`src/rtl/attack_inverse_search_pkg.sv`:
```
// Shared definitions for the attack-curve inverse search: the attack shaping
// curve (one copy, also used by the forward interpolating table), the search
// FSM states, and the level/address saturation constants.
package attack_inverse_search_pkg;

    typedef enum logic [2:0] {
        IDLE   = 3'd0,
        SEARCH = 3'd1,
        PREP   = 3'd2,
        DIV    = 3'd3,
        DONE   = 3'd4
    } state_t;

    // Levels at or above 127*64 lie beyond the last interpolation segment.
    localparam logic [12:0] LEVEL_MAX = 13'd8128;
    localparam logic [21:0] ADDR_SAT  = 22'h3FFF80;

    // Attack shaping curve, monotonic non-decreasing, 7-bit integer levels.
    localparam logic [6:0] AR_ADJUST [0:127] = '{
        7'd0,   7'd0,   7'd0,   7'd0,   7'd0,   7'd1,   7'd1,   7'd1,
        7'd1,   7'd1,   7'd2,   7'd2,   7'd2,   7'd2,   7'd3,   7'd3,
        7'd3,   7'd3,   7'd4,   7'd4,   7'd4,   7'd4,   7'd5,   7'd5,
        7'd5,   7'd6,   7'd6,   7'd6,   7'd7,   7'd7,   7'd7,   7'd8,
        7'd8,   7'd8,   7'd9,   7'd9,   7'd9,   7'd10,  7'd10,  7'd11,
        7'd11,  7'd11,  7'd12,  7'd12,  7'd13,  7'd13,  7'd14,  7'd14,
        7'd15,  7'd15,  7'd16,  7'd16,  7'd17,  7'd17,  7'd18,  7'd19,
        7'd19,  7'd20,  7'd20,  7'd21,  7'd22,  7'd22,  7'd23,  7'd24,
        7'd24,  7'd25,  7'd26,  7'd27,  7'd27,  7'd28,  7'd29,  7'd30,
        7'd31,  7'd32,  7'd33,  7'd34,  7'd35,  7'd36,  7'd37,  7'd38,
        7'd39,  7'd40,  7'd41,  7'd43,  7'd44,  7'd45,  7'd47,  7'd48,
        7'd50,  7'd51,  7'd53,  7'd54,  7'd56,  7'd58,  7'd59,  7'd61,
        7'd63,  7'd65,  7'd67,  7'd69,  7'd71,  7'd74,  7'd76,  7'd79,
        7'd81,  7'd83,  7'd85,  7'd87,  7'd89,  7'd91,  7'd93,  7'd95,
        7'd97,  7'd99,  7'd101, 7'd103, 7'd105, 7'd107, 7'd108, 7'd109,
        7'd110, 7'd111, 7'd112, 7'd113, 7'd114, 7'd115, 7'd117, 7'd127
    };

endpackage

```
`src/rtl/attack_inverse_div.sv`:
```
// Restoring divider: 8-bit quotient of i_num / i_den, one bit per i_step, MSB first.
// Latency: i_start loads, then 8 i_step cycles; o_last is high during the 8th step.
// No backpressure: the caller owns sequencing; clkena=0 freezes all state.
// Ports: clk/reset_n/clkena; i_start, i_step control; i_num (15b), i_den (7b) operands;
//        o_quo quotient register; o_last marks the final iteration.
// The caller guarantees i_num < 256*i_den, so 8 quotient bits always suffice.
// The numerator is 4*(lv - d1*64) < 256*den, which needs 15 bits for a 7-bit divisor.
module attack_inverse_div (
    input  logic        clk,
    input  logic        reset_n,
    input  logic        clkena,
    input  logic        i_start,
    input  logic        i_step,
    input  logic [14:0] i_num,
    input  logic [6:0]  i_den,
    output logic [7:0]  o_quo,
    output logic        o_last
);

    logic [14:0] r_rem;
    logic [14:0] r_dv;     // divisor aligned to the current quotient bit
    logic [7:0]  r_quo;
    logic [2:0]  r_cnt;
    logic        w_fit;

    assign w_fit  = (r_rem >= r_dv);
    assign o_quo  = r_quo;
    assign o_last = (r_cnt == 3'd7);

    always_ff @(posedge clk or negedge reset_n) begin
        if (!reset_n) begin
            r_rem <= '0;
            r_dv  <= '0;
            r_quo <= '0;
            r_cnt <= '0;
        end else if (clkena) begin
            if (i_start) begin
                r_rem <= i_num;
                r_dv  <= {1'b0, i_den, 7'd0};
                r_quo <= '0;
                r_cnt <= '0;
            end else if (i_step) begin
                if (w_fit) begin
                    r_rem <= r_rem - r_dv;
                end
                r_quo <= {r_quo[6:0], w_fit};
                r_dv  <= {1'b0, r_dv[14:1]};
                r_cnt <= r_cnt + 3'd1;
            end
        end
    end

endmodule

```
`src/rtl/attack_inverse_search.sv`:
```
// Inverse attack curve: finds the attack phase address whose interpolated level equals 'level'.
// Latency: valid rises exactly 17 clkena=1 cycles after the cycle that accepts start.
// Backpressure: start is taken only in IDLE; starts while busy are dropped, clkena=0 freezes all.
// Ports: clk, reset_n (async, active-low), clkena; start/level request;
//        busy while searching; valid + addr = {seg[6:0], w[7:0], 7'b0} result.
module attack_inverse_search
    import attack_inverse_search_pkg::*;
(
    input  logic        clk,
    input  logic        reset_n,
    input  logic        clkena,
    input  logic        start,
    input  logic [12:0] level,
    output logic        busy,
    output logic        valid,
    output logic [21:0] addr
);

    state_t      r_state;
    state_t      w_state_nxt;
    logic [12:0] r_lv;
    logic [6:0]  r_seg;
    logic [2:0]  r_bit;
    logic        r_busy;
    logic        r_valid;
    logic [21:0] r_addr;

    logic        w_accept;
    logic        w_div_start;
    logic        w_div_step;
    logic        w_done;
    logic        w_div_last;
    logic [7:0]  w_quo;

    // Bitwise search: try setting the current bit; the candidate must stay
    // within segments 0..126 so that seg+1 is always a valid curve index.
    logic [6:0]  w_cand;
    logic        w_take;
    assign w_cand = r_seg | (7'd1 << r_bit);
    assign w_take = (w_cand != 7'd127) && ({AR_ADJUST[w_cand], 6'd0} <= r_lv);

    // Interpolation operands for the chosen segment.
    logic [6:0]  w_d1;
    logic [6:0]  w_d2;
    logic [12:0] w_diff;
    logic [14:0] w_num;
    logic [6:0]  w_den;
    assign w_d1   = AR_ADJUST[r_seg];
    assign w_d2   = AR_ADJUST[r_seg + 7'd1];
    assign w_diff = r_lv - {w_d1, 6'd0};
    assign w_num  = {w_diff, 2'b00};
    assign w_den  = w_d2 - w_d1;

    always_comb begin
        w_state_nxt = r_state;
        w_accept    = 1'b0;
        w_div_start = 1'b0;
        w_div_step  = 1'b0;
        w_done      = 1'b0;
        case (r_state)
            IDLE: begin
                if (start) begin
                    w_accept    = 1'b1;
                    w_state_nxt = SEARCH;
                end
            end
            SEARCH: begin
                if (r_bit == 3'd0) begin
                    w_state_nxt = PREP;
                end
            end
            PREP: begin
                w_div_start = 1'b1;
                w_state_nxt = DIV;
            end
            DIV: begin
                w_div_step = 1'b1;
                if (w_div_last) begin
                    w_state_nxt = DONE;
                end
            end
            DONE: begin
                w_done      = 1'b1;
                w_state_nxt = IDLE;
            end
            default: w_state_nxt = IDLE;
        endcase
    end

    always_ff @(posedge clk or negedge reset_n) begin
        if (!reset_n) begin
            r_state <= IDLE;
        end else if (clkena) begin
            r_state <= w_state_nxt;
        end
    end

    always_ff @(posedge clk or negedge reset_n) begin
        if (!reset_n) begin
            r_lv    <= '0;
            r_seg   <= '0;
            r_bit   <= '0;
            r_busy  <= 1'b0;
            r_valid <= 1'b0;
            r_addr  <= '0;
        end else if (clkena) begin
            if (w_accept) begin
                r_lv    <= level;
                r_seg   <= '0;
                r_bit   <= 3'd6;
                r_busy  <= 1'b1;
                r_valid <= 1'b0;
            end
            if (r_state == SEARCH) begin
                if (w_take) begin
                    r_seg <= w_cand;
                end
                r_bit <= r_bit - 3'd1;
            end
            if (w_done) begin
                // Past the last segment the search/divide ran only to keep latency fixed.
                r_addr  <= (r_lv >= LEVEL_MAX) ? ADDR_SAT : {r_seg, w_quo, 7'd0};
                r_valid <= 1'b1;
                r_busy  <= 1'b0;
            end
        end
    end

    attack_inverse_div u_div (
        .clk     (clk),
        .reset_n (reset_n),
        .clkena  (clkena),
        .i_start (w_div_start),
        .i_step  (w_div_step),
        .i_num   (w_num),
        .i_den   (w_den),
        .o_quo   (w_quo),
        .o_last  (w_div_last)
    );

    assign busy  = r_busy;
    assign valid = r_valid;
    assign addr  = r_addr;

endmodule

```
`config.mk`:
```
export PLATFORM = sky130hd
export DESIGN_NAME = attack_inverse_search
export DESIGN_NICKNAME = d
export VERILOG_FILES = /design/src/rtl/attack_inverse_search_pkg.sv /design/src/rtl/attack_inverse_div.sv /design/src/rtl/attack_inverse_search.sv
export SDC_FILE = /design/constraint.sdc
export NUM_CORES = 1
export LEC_CHECK = 0
export CORE_MARGIN = 2
export CORE_UTILIZATION = 57
export CTS_BUF_LIST = sky130_fd_sc_hd__clkbuf_2 sky130_fd_sc_hd__clkbuf_4 sky130_fd_sc_hd__clkbuf_8
export DETAILED_ROUTE_END_ITERATION = 8
export DONT_BUFFER_PORTS = 1
export PLACE_DENSITY = 0.72
export RECOVER_POWER = 50
export SETUP_SLACK_MARGIN = 0.5
export SYNTH_ARGS = -nofsm -noshare
export SYNTH_HDL_FRONTEND = slang
export SYNTH_SLANG_ARGS = --single-unit
```
`constraint.sdc`:
```
create_clock -name clk -period 4.35 [get_ports clk]
set_input_delay 0.87 -clock clk [delete_from_list [all_inputs] [get_ports clk]]
set_output_delay 0.87 -clock clk [all_outputs]
set_load 0.05 [all_outputs]
```
* Word-level counts from Yosys, hierarchy flattened *
Memories as Yosys holds them, arrays and structs flattened.
Cells that the tools add are included.

operators by class
  shift-type cells = 1
  equality and inequality tests = 9
  muxes and demuxes = 34
  bitwise logic cells = 4
  reduce and logical (&&, ||, !) cells = 14
  order comparisons = 6
  add/sub/neg operators = 6

operator list
  operator                                                   number
  2-to-1 mux 15 bit                                          5
  2-to-1 mux 7 bit                                           9
  greater-or-equal comparator 8 bit, second input constant   3
  inverter 7 -> 8 bit                                        3
  2-to-1 mux 22 bit                                          1
  2-to-1 mux 3 bit                                           7
  2-to-1 mux 8 bit                                           2
  greater-or-equal comparator 15 bit                         1
  subtractor 15 bit                                          1
  greater-or-equal comparator 13 bit, second input constant  1
  less-or-equal comparator 13 bit                            1
  subtractor 13 bit                                          1
  one-hot mux 3 bit (4 select lines)                         1
  AND reduction 2 bit                                        5
  2-to-1 mux 1 bit                                           9
  nonzero test 2 bit                                         4
  adder 7 x 1 -> 7 bit, second input constant                1
  != test 7 bit, second input constant                       1
  bitwise OR 7 bit                                           1
  << shifter 1 x 3 -> 7 bit, first input constant            1
  subtractor 7 bit                                           1
  equality test 3 x 2 -> 1 bit, second input constant        2
  equality test 3 bit, second input constant                 2
  logical NOT 3 bit                                          2
  8 further kinds                                            9

word-level totals
  input bits = 17
  bits in read-only memories = 2,688
  memories kept = 3
  bits in registers = 91

memories
  memory            depth  width  read ports  clocked after memory_dff  write ports  line                         source
  (name not given)  128    7      1           0                         0            attack_inverse_search.sv:49  assign w_d2 = AR_ADJUST[r_seg + 7'd1];
  (name not given)  128    7      1           0                         0            attack_inverse_search.sv:48  assign w_d1 = AR_ADJUST[r_seg];
  (name not given)  128    7      1           0                         0            attack_inverse_search.sv:40  assign w_take = (w_cand != 7'd127) && ({AR_ADJUST[w_cand], 6'd0} <= r_lv);

* Logic depth before layout (Yosys ltp) *
  depth after elaboration = 10
  gate-level depth with buffers = 21

* Hierarchy *
A second synthesis with hierarchy kept.

unflattened totals
  cell total of the unflattened synthesis = 893
  area total of the unflattened synthesis = 7,706.1 um^2

by module, submodules not included
  module                 cells an instance  times used  area an instance (um^2)
  attack_inverse_search  627                1           5,139.9
  attack_inverse_div     266                1           2,566.2

* Least setup slack after synthesis *
OpenSTA, ideal clock, no wires.

  path type = register to register
  start = register r_seg[1]
  end = register u_div.r_dv[13]
  stages on the path, launching flop included = 20
  slack = 0.598 ns
  period minus slack after synthesis = 3.752 ns
  buffers on the path = 2
  data arrival time = 3.617 ns
  cell sequence = dfrtp_1 > clkbuf_1 > inv_1 > ha_1 > clkbuf_1 > inv_1 > ha_1 > nor2b_1 > nor2_1 > o21ai_0 > o32a_1 > ha_1 > inv_1 > fa_1 > a21o_1 > a21oi_1 > o21bai_1 > a21oi_1 > xnor2_1 > o31ai_2

on the way
  longest elaborated chain between the ends = 7
  elaborated cells on any way between the ends = 11
  classes of those cells = 2 x add/sub; 5 x mux; 2 x bitwise; 2 x memory

RTL lines
  what                                                  line                          source
  from (decl)                                           attack_inverse_search.sv:22   logic [6:0] r_seg;
  from (signal assigned)                                attack_inverse_search.sv:116  r_seg <= w_cand;
  adder 7 x 1 -> 7 bit                                  attack_inverse_search.sv:49
  inverter 7 -> 8 bit (implied by the code)             attack_inverse_search.sv:49
  memory (128 x 7 bit)                                  n/a
  2-to-1 mux 7 bit (implied by the code) (2 in series)  attack_inverse_search.sv:49
  subtractor 7 bit (*)                                  attack_inverse_search.sv:52   assign w_den = w_d2 - w_d1;
  2-to-1 mux 15 bit (*)                                 attack_inverse_div.sv:37      if (i_start) begin
  to (signal assigned)                                  attack_inverse_div.sv:39      r_dv <= {1'b0, i_den, 7'd0};
  to (signal assigned)                                  attack_inverse_div.sv:47      r_dv <= {1'b0, r_dv[14:1]};
  to (decl)                                             attack_inverse_div.sv:21      logic [14:0] r_dv;

Every way passes the cells marked *; elsewhere a longest branch is shown, timed or not. The select of a mux whose other input is x is not followed.
A chain may end at the register's enable or synchronous reset.

* Final worst setup path *
  start = register r_seg[0]
  end = register u_div.r_dv[13]

Same word-level chain as after synthesis.

==> impl_metrics.toml <==
[status]
outcome = "finished with violations"
failed_checks = "max-capacitance violations, max-slew violations"

[clock_network]
cts_tree = "yes"
hold_buffers = 0
cts.clk_slew.worst_paths_ns = 0.09
htreeDepth = 3
clock-sinks = 83
worst_skew_pair.late_latency_ns = 0.37
cts_buffer_depth = 2
cts_buffers = 9
cts-root-buf = "clkbuf_8"

[setup_path]
crit_path_max_incr_delay_ns = 0.47
required_ns = 4.54
critical_path_class = "reg -> reg"
cp_common_cell = "mux4_2"
endpoint_kind = "flip-flop"
start_kind = "flip-flop"
cp.arrival_ns = 3.91
path_cells = "ha_2 -> inv_1 -> ha_4 -> nand2b_1 -> nand2_1 -> mux4_2 -> mux4_2 -> ha_1 -> a21o_1 -> a21oi_2 -> o21bai_1 -> a21oi_1 -> xnor2_1 -> o31ai_2"
path_max_fanout = 11
slowest_stage = "dfrtp_2"

[global_routing]
antenna_found_initial = 1
grt_max_degree = 84
grt_pass1_wl_mm = 34.9
track_usage_pct = 31.0
grt_remaining_overflow = 0
grt_pass1_vias = 6595

[placed_design]
dpl_cell_area_um2 = 7580
io_buffer_count = 0
gp_congestion = 0.900
dp_hpwl_mm = 15.8

[floorplanning]
die_w_um = 118
die_h_um = 118
start_util_pct = 58.7
ios = 41
row_count = 41
core_um2 = 12700
dieArea_um2 = 14000

[synthesis]
ys_types = 83
netlist_area_um2 = 7440
ys_top_cells_by_count = "133 x nand2_1, 103 x o21ai_0, 83 x dfrtp_1"
synth_cells = 942
synth_seq_cells = 83
yosysWarningCount = 0
ys_seq_area_share_pct = 27.9
synth.top_cell.area_share_pct = 27.9
synth_flop_cell = "dfrtp_1"
synth_area_leaders = "dfrtp_1 28%, ha_1 11%, o21ai_0 6.9%, nand2_1 6.7%, a21oi_1 5.1%"
yosysMostFrequentCell = "nand2_1"
synthArstFlopShare_pct = 100
synth_top_area_cell = "dfrtp_1"
syn_avg_cell_area_um2 = 7.90
synth_edf_count = 0

[worst_hold_path]
min_path_type = "in -> async"

[detailed_routing]
wl_met2_mm = 10.3
dr.pass1.iters = 6
routed_wl_mm = 21.9
drt_iter0_markers = 785
wire_per_inst_um = 19.8
drc = 0
highest_layer = "met4"
viasPerCell = 6.51
wl_met3_mm = 1.58
antenna_left = 0
wl_met1_mm = 9.57
num_vias = 7214

[sta]
hold_viol_final = 0
rsz0062_at_grt = "yes"
slew_headroom_pct = -24.1
max_freq_mhz = 269
report.final.slew_viol_count = 51
tns_ns = 0
fin_crit_sh_pct = 85.5
period_minus_slack_ns = 3.72
tightest_slew_ns = 1.86
setup_viol = 0
fin_skew_ns = 0.0160

[layout]
fillCellCount = 1126
multi_input_comb_area_um2 = 5030
drive_above_1_share_pct = 13.4
layout.nets = 1013
final_area_um2 = 8080
ff_latch_area_um2 = 2080
area_growth_syn_to_layout_pct = 8.59

[run]
cap_violations = 1
[flip-flops by register name, indices dropped and copies added (netlist names), 7 cells and up]
| register | cells |
|---|---|
| addr | 15 |
| r_lv | 13 |
| r_seg | 7 |
| u_div.o_quo | 8 |
| u_div.r_dv | 14 |
| u_div.r_rem | 15 |
[cells by family (layout without fill, tap and decap cells)]
kind of cell	count (synthesis)	in the layout	share of synthesized area [%]
AOI/OAI and AO/OA	342	342	29.5
xor gates and xnor gates	27	27	3.58
adders and majority gates	66	66	11.4
buffers and inverters	120	107	7.01
DFF	83	83	27.9
muxes	22	22	3.46
other	1	8	0.0504
and+or+nand+nor	281	281	17.1
[critical path: cells and delay by family, from the launching register on]
kind                       cells  cell delay [ns]
AOI/OAI and AO/OA              5             0.71
xor gates and xnor gates       1             0.15
adders and majority gates      3             0.91
buffers and inverters          1             0.07
DFF                            1             0.47
muxes                          2             0.94
and+or+nand+nor                2             0.29
[final cells by class]
cell class	instances	area share, %
Antenna cell	1	0.0310
Multi-Input combinational cell	745	62.3
Sequential cell	83	25.7
Clock buffer	10	1.70
Clock inverter	6	0.914
Tap cell	172	2.66
Inverter	47	2.34
Timing Repair Buffer	44	4.34
[final timing paths]
kind / depth (start not counted) / end / slack (ns) / start
setup / recovery: 14 / u_div.r_dv[13] / 0.63 / r_seg[0]
hold / removal: 0 / u_div.r_dv[10] / 0.20 / reset_n
setup reg to reg: 14 / u_div.r_dv[13] / 0.63 / r_seg[0]
hold reg to reg: 2 / u_div.o_quo[7] / 0.50 / u_div.o_quo[7]
max in group asynchronous: 0 / r_seg[0] / 3.95 / reset_n
min in group clk: 2 / u_div.o_quo[7] / 0.50 / u_div.o_quo[7]
[repair_timing]
action,CTS,global route
setup buffers,0,13
pin swaps,0,4
gates cloned,0,0
endpoints found under the hold margin,0,0
gates resized for setup,10,35
endpoints found under the setup margin,8,14
[metal layers]
metal  vias up  track usage [%]
li1       3356                -
met1      3504             43.9
met2       312             49.7
met3        42             4.97
met4         0             7.38
met5         -                0
[cells in the final DEF (no fill, tap or decap), types with 12 or more instances in the layout]
cell type  instances
ha_1              57
nor2_1            59
a21oi_1           73
nor3_1            12
o21ai_0          101
buf_4             40
a21o_1            18
dfrtp_1           81
o211ai_1          12
nand3_1           15
a211oi_1          13
xnor2_1           13
o22ai_1           16
o22a_1            16
nand2_1          132
inv_1             39
a31oi_1           13
[metrics by stage]
stage	utilization (%)	hold slack (ns)	instances	worst slack [ns]
CTS	61.9	0.171	1094	0.459
detailed placement	59.9	0.479	1078	0.255
floorplan	-	0.450	948	0.598
global placement	59.9	0.465	1078	0.399
finish	63.8	0.195	1108	0.630
global route	63.7	0.173	1107	0.402
Power is left out: the tool's default activity adds up to more than one toggle a clock period on the data nets, which glitch-free logic cannot reach.
